--- src/rtl/display_source_arbiter.sv ---
// Round-robin owner of the 8-digit seven-segment display among four 32-bit sources,
// with a minimum dwell time per owner so each value stays readable before switching.
module display_source_arbiter #(
    parameter int unsigned N_SRC = 4,
    parameter int unsigned HOLD  = 50_000_000
) (
    input  logic         clk,
    input  logic         rst,
    input  logic [3:0]   req,
    input  logic [127:0] src_data,
    input  logic         lock,
    output logic [31:0]  Leddata,
    output logic [3:0]   grant,
    output logic [1:0]   owner,
    output logic         valid,
    output logic         switch_pulse
);

    localparam int unsigned DW = $clog2(HOLD);
    localparam logic [DW-1:0] DWELL_MAX = DW'(HOLD - 1);

    typedef enum logic {
        IDLE,
        SHOW
    } state_t;

    state_t        state_q, state_d;
    logic [1:0]    owner_q, owner_d;
    logic [DW-1:0] dwell_q, dwell_d;
    logic [31:0]   led_q, led_d;
    logic [3:0]    grant_q, grant_d;
    logic          pulse_q, pulse_d;

    logic          other_found;
    logic [1:0]    other_idx;
    logic [1:0]    pick_idx;
    logic [31:0]   owner_word;
    logic [31:0]   other_word;
    logic [31:0]   pick_word;
    logic          expired;

    // Search starts just after the current owner, so the owner itself ranks last.
    always_comb begin
        other_found = 1'b0;
        other_idx   = owner_q;
        for (int unsigned i = 1; i < N_SRC; i++) begin
            if (!other_found && req[owner_q + 2'(i)]) begin
                other_found = 1'b1;
                other_idx   = owner_q + 2'(i);
            end
        end
    end

    assign pick_idx   = other_found ? other_idx : owner_q;
    assign owner_word = src_data[{owner_q, 5'd0} +: 32];
    assign other_word = src_data[{other_idx, 5'd0} +: 32];
    assign pick_word  = other_found ? other_word : owner_word;
    assign expired    = (dwell_q == DWELL_MAX);

    always_comb begin
        state_d = state_q;
        owner_d = owner_q;
        dwell_d = dwell_q;
        led_d   = led_q;
        grant_d = grant_q;
        pulse_d = 1'b0;

        unique case (state_q)
            IDLE: begin
                grant_d = '0;
                if ((|req) && !lock) begin
                    state_d = SHOW;
                    owner_d = pick_idx;
                    dwell_d = '0;
                    led_d   = pick_word;
                    grant_d = 4'(4'b0001 << pick_idx);
                    pulse_d = 1'b1;
                end
            end

            SHOW: begin
                if (!expired) begin
                    dwell_d = dwell_q + 1'b1;
                end
                if (req[owner_q]) begin
                    led_d = owner_word;
                end
                // A switch overrides the owner's own data update on the same edge.
                if (!lock && expired) begin
                    if (other_found) begin
                        owner_d = other_idx;
                        dwell_d = '0;
                        led_d   = other_word;
                        grant_d = 4'(4'b0001 << other_idx);
                        pulse_d = 1'b1;
                    end else if (!req[owner_q]) begin
                        state_d = IDLE;
                        grant_d = '0;
                    end
                end
            end

            default: begin
                state_d = IDLE;
                grant_d = '0;
            end
        endcase
    end

    always_ff @(posedge clk) begin
        if (rst) begin
            state_q <= IDLE;
            owner_q <= 2'd3;
            dwell_q <= '0;
            led_q   <= '0;
            grant_q <= '0;
            pulse_q <= 1'b0;
        end else begin
            state_q <= state_d;
            owner_q <= owner_d;
            dwell_q <= dwell_d;
            led_q   <= led_d;
            grant_q <= grant_d;
            pulse_q <= pulse_d;
        end
    end

    assign Leddata      = led_q;
    assign grant        = grant_q;
    assign owner        = owner_q;
    assign valid        = (state_q == SHOW);
    assign switch_pulse = pulse_q;

endmodule

--- config.mk ---
export PLATFORM = sky130hd
export DESIGN_NAME = display_source_arbiter
export DESIGN_NICKNAME = d
export VERILOG_FILES = /design/src/rtl/display_source_arbiter.sv
export SDC_FILE = /design/constraint.sdc
export NUM_CORES = 1
export LEC_CHECK = 0
export BUFFER_PORTS_ARGS = -buffer_cell sky130_fd_sc_hd__buf_2
export CORE_UTILIZATION = 48
export CTS_BUF_LIST = sky130_fd_sc_hd__clkbuf_4 sky130_fd_sc_hd__clkbuf_8
export DETAILED_ROUTE_END_ITERATION = 8
export PLACE_DENSITY = 0.81
export SYNTH_ARGS = -nofsm -noshare
export SYNTH_HDL_FRONTEND = slang
export SYNTH_SLANG_ARGS = --single-unit
--- constraint.sdc ---
create_clock -name clk -period 4.15 [get_ports clk]
set_input_delay 0.6225 -clock clk [delete_from_list [all_inputs] [get_ports clk]]
set_output_delay 0.6225 -clock clk [all_outputs]
set_load 0.01 [all_outputs]
==> summary.md <==
| Metric | Value |
|---|---|
| Status | `finished, final reports clean` |
| Post-Synthesis Cells | `564` |
| Hold WS | `0.483 ns` |
| Pre-antenna DRT Iters | `6` |
| FF/Latch Area | `1320 µm²` |
| Worst-path cell chain | `buf_4, nor2b_1, o31a_1, nand3_1, a21oi_1, o221ai_1, a21oi_1` |
| # IOs | `175` |
| Detail Placement HPWL | `11.7 mm` |
| Post-Syn Area | `5300 µm²` |
| Lkg Pwr | `2.56 nW` |
| Initial drt markers | `531` |
| Worst-Skew Late Latency | `0.36 ns` |
| Reg clk slew, reported paths | `0.08 ns` |
| Worst R2R Setup Slack | `0.89 ns` |
| Sw power | `0.707 mW` |
| Core area | `10500 µm²` |
| First-pass GRT wire length | `26.1 mm` |
| Max clock buf depth | `2` |
| Multi-input logic area | `3680 µm²` |
| EDFF count, synth | `0` |
| Total of max-cap violations | `0` |
| Sw Ratio | `0.341` |
| Vias | `5695` |
| Design area | `6340 µm²` |
| Buffers on Ports | `174` |
| Num rows | `37` |
| Vias per cell | `6.76` |
| Crit Path Max Fanout | `27` |
| Overflow after GRT | `0` |
| VDD IR max | `0.194 mV` |
| Combinational share of power | `0.345` |
| Area after DPL | `6120 µm²` |
| Tightest Hold Check Type | `reg2reg` |
| Die ar. | `11500 µm²` |
| Final hold violation count | `0` |
| GP Congestion | `0.941` |
| Clock Skews | `0.00946 ns` |
| Final wirelength | `16.3 mm` |
| CTS Root Cell | `clkbuf_8` |
| Synth Warn # | `0` |
| CP Class | `reg2reg` |
| Share of cells above drive strength 1 | `0.406` |
| Crit-path slowest cell | `o31a_1` |
| Worst-Margin Slew | `1.23 ns` |
| Die height | `107 µm` |
| Cts repair resizes | `0` |
| Tcrit/Tclk final | `0.786` |
| Max stage delay on crit path | `0.86 ns` |
| Post-CTS Setup Inserts | `0` |
| Final Max Tran Viols | `0` |
| Clk network pwr share | `0.303` |
| PwrDens | `327 nW/µm²` |
| Int Pwr | `1.36 mW` |
| Aggregate negative setup slack | `0 ns` |
| Total track usage | `0.290` |
| FF+latch count, synth | `66` |
| Register area share after synthesis | `0.249` |
| Critical Path Most Common Cell | `a21oi_1` |
| Tmin final | `3.26 ns` |
| Unrepaired setup endpoints after global routing | `no` |
| Die Width | `107 µm` |
| Nets | `838` |
| Main synth FF type | `dfxtp_1` |
| Initial antenna violation count | `0` |
| Area delta synth->final | `19.7%` |
| Final setup fails | `0` |
| Asr flop ratio synth | `0` |
| Starting Density | `0.504` |
| Clock Sinks | `66` |
| Post-DR wirelength/cell | `19.4 µm` |
| Req. time, crit path | `4.44 ns` |
| Vias in the first global route | `5480` |
| Part of the power in registers | `0.352` |
| H-tree depth reported by CTS | `3` |
| Largest net degree at the start of global routing | `49` |
| CP Capture Type | `flip-flop` |
| Num CTS Buffers | `9` |
| Syn nets | `700` |
| Fillers | `854` |
| CTS tree | `yes` |
| Buf/Inv on CP | `1` |
| Synth unique cells | `70` |
| Total power | `2.07 mW` |
| Post-route antenna net violation count | `0` |
| Crit start category | `flip-flop` |
| Slew headroom | `0.179` |
| DP Cell Count | `827` |
| DRC | `0` |
| Non-filler cells, final | `843` |
| Fmax | `307 MHz` |
| Hold-fix buffer count after cts | `0` |
| CP arrival | `3.55 ns` |
| Syn avg cell area | `9.40 µm²` |
| Largest delay share family, worst path | `compound AO/OA/AOI/OAI gates` |
| Diodes inserted | `0` |
[metrics by stage]
step	utilization	setup slack, ns
final	0.603	0.890
after CTS	0.603	0.913
after floorplan	-	1.78
after detailed placement	0.582	0.915
after global routing	0.603	0.710
after global placement	0.582	1.06
[cell usage after synthesis, drive strengths merged, types with 8 or more instances]
| cell | number | area, µm² |
|---|---|---|
| mux2 | 12 | 135 |
| a311oi | 15 | 131 |
| a221oi | 10 | 87.6 |
| clkbuf | 28 | 106 |
| dfxtp | 66 | 1320 |
| nor3 | 12 | 76.3 |
| nand4 | 8 | 50.1 |
| mux2i | 13 | 130 |
| mux4 | 49 | 1100 |
| o211ai | 16 | 140 |
| a21oi | 56 | 303 |
| a22oi | 17 | 128 |
| o21ai | 35 | 175 |
| nor2 | 28 | 108 |
| and3 | 14 | 87.6 |
| buf | 26 | 194 |
| nand3 | 53 | 265 |
| nand2 | 32 | 120 |
[final timing paths]
check / from / to / cells past startpoint
max reg2reg: owner[0] / Leddata[28] / 7
min: dwell_q[6] / dwell_q[6] / 2
min reg2reg: dwell_q[6] / dwell_q[6] / 2
max: owner[0] / Leddata[28] / 7
[flip-flops by register name (all words and copies together), names as in the netlist]
name          flops
owner             2
Leddata          32
valid             1
grant             4
dwell_q          26
switch_pulse      1
[layer usage]
| layer | up-vias | wire (µm) | GRT usage |
|---|---|---|---|
| met4 | 0 | 588 | 0.164 |
| li1 | 2552 | - | - |
| met1 | 2712 | 6160 | 0.351 |
| met5 | - | 0 | 0 |
| met3 | 58 | 1520 | 0.0596 |
| met2 | 373 | 8070 | 0.477 |
[power groups by stage]
| stage | combinational, mW | sequential, mW | clock [mW] |
|---|---|---|---|
| after global placement | 0.684 | 0.738 | 0 |
| after detailed placement | 0.704 | 0.739 | 0 |
| after CTS | 0.706 | 0.726 | 0.635 |
| final | 0.715 | 0.728 | 0.628 |
| after global routing | 0.767 | 0.734 | 0.664 |
| after floorplan | 0.477 | 0.752 | 0 |
[layout make-up]
type | count | share of cell area
multi-input combinational | 440 | 0.581
clock buffer | 9 | 0.0195
inverter | 4 | 0.00237
timing repair buffer | 181 | 0.146
clock inverter | 7 | 0.0158
sequential | 66 | 0.209
tap | 136 | 0.0268
[cell usage in the layout, fill, tap and decap left out, types with 13 or more instances in the layout]
master / n
a22oi_1: 17
a311oi_1: 15
mux4_2: 49
buf_2: 174
a21oi_1: 52
o21ai_0: 34
nand2_1: 31
nor2_1: 27
dfxtp_1: 64
and3_1: 14
mux2i_1: 13
nand3_1: 53
[worst reg2reg max path, delay by kind of cell, from the launching register on]
family / cells / cell delay, ns
AOI/OAI and AO/OA: 4 / 1.39
buffers and inverters: 1 / 0.52
DFF: 1 / 0.62
and+or+nand+nor: 2 / 0.68
[cell families after synthesis]
group	count (synthesis)	share of synthesized area
mux	74	0.258
buf+inv	58	0.0595
fa+ha+maj	1	0.00236
simple gates	177	0.180
flops	66	0.249
compound gates	188	0.250
No activity file was read; power rests on OpenSTA's default activity.
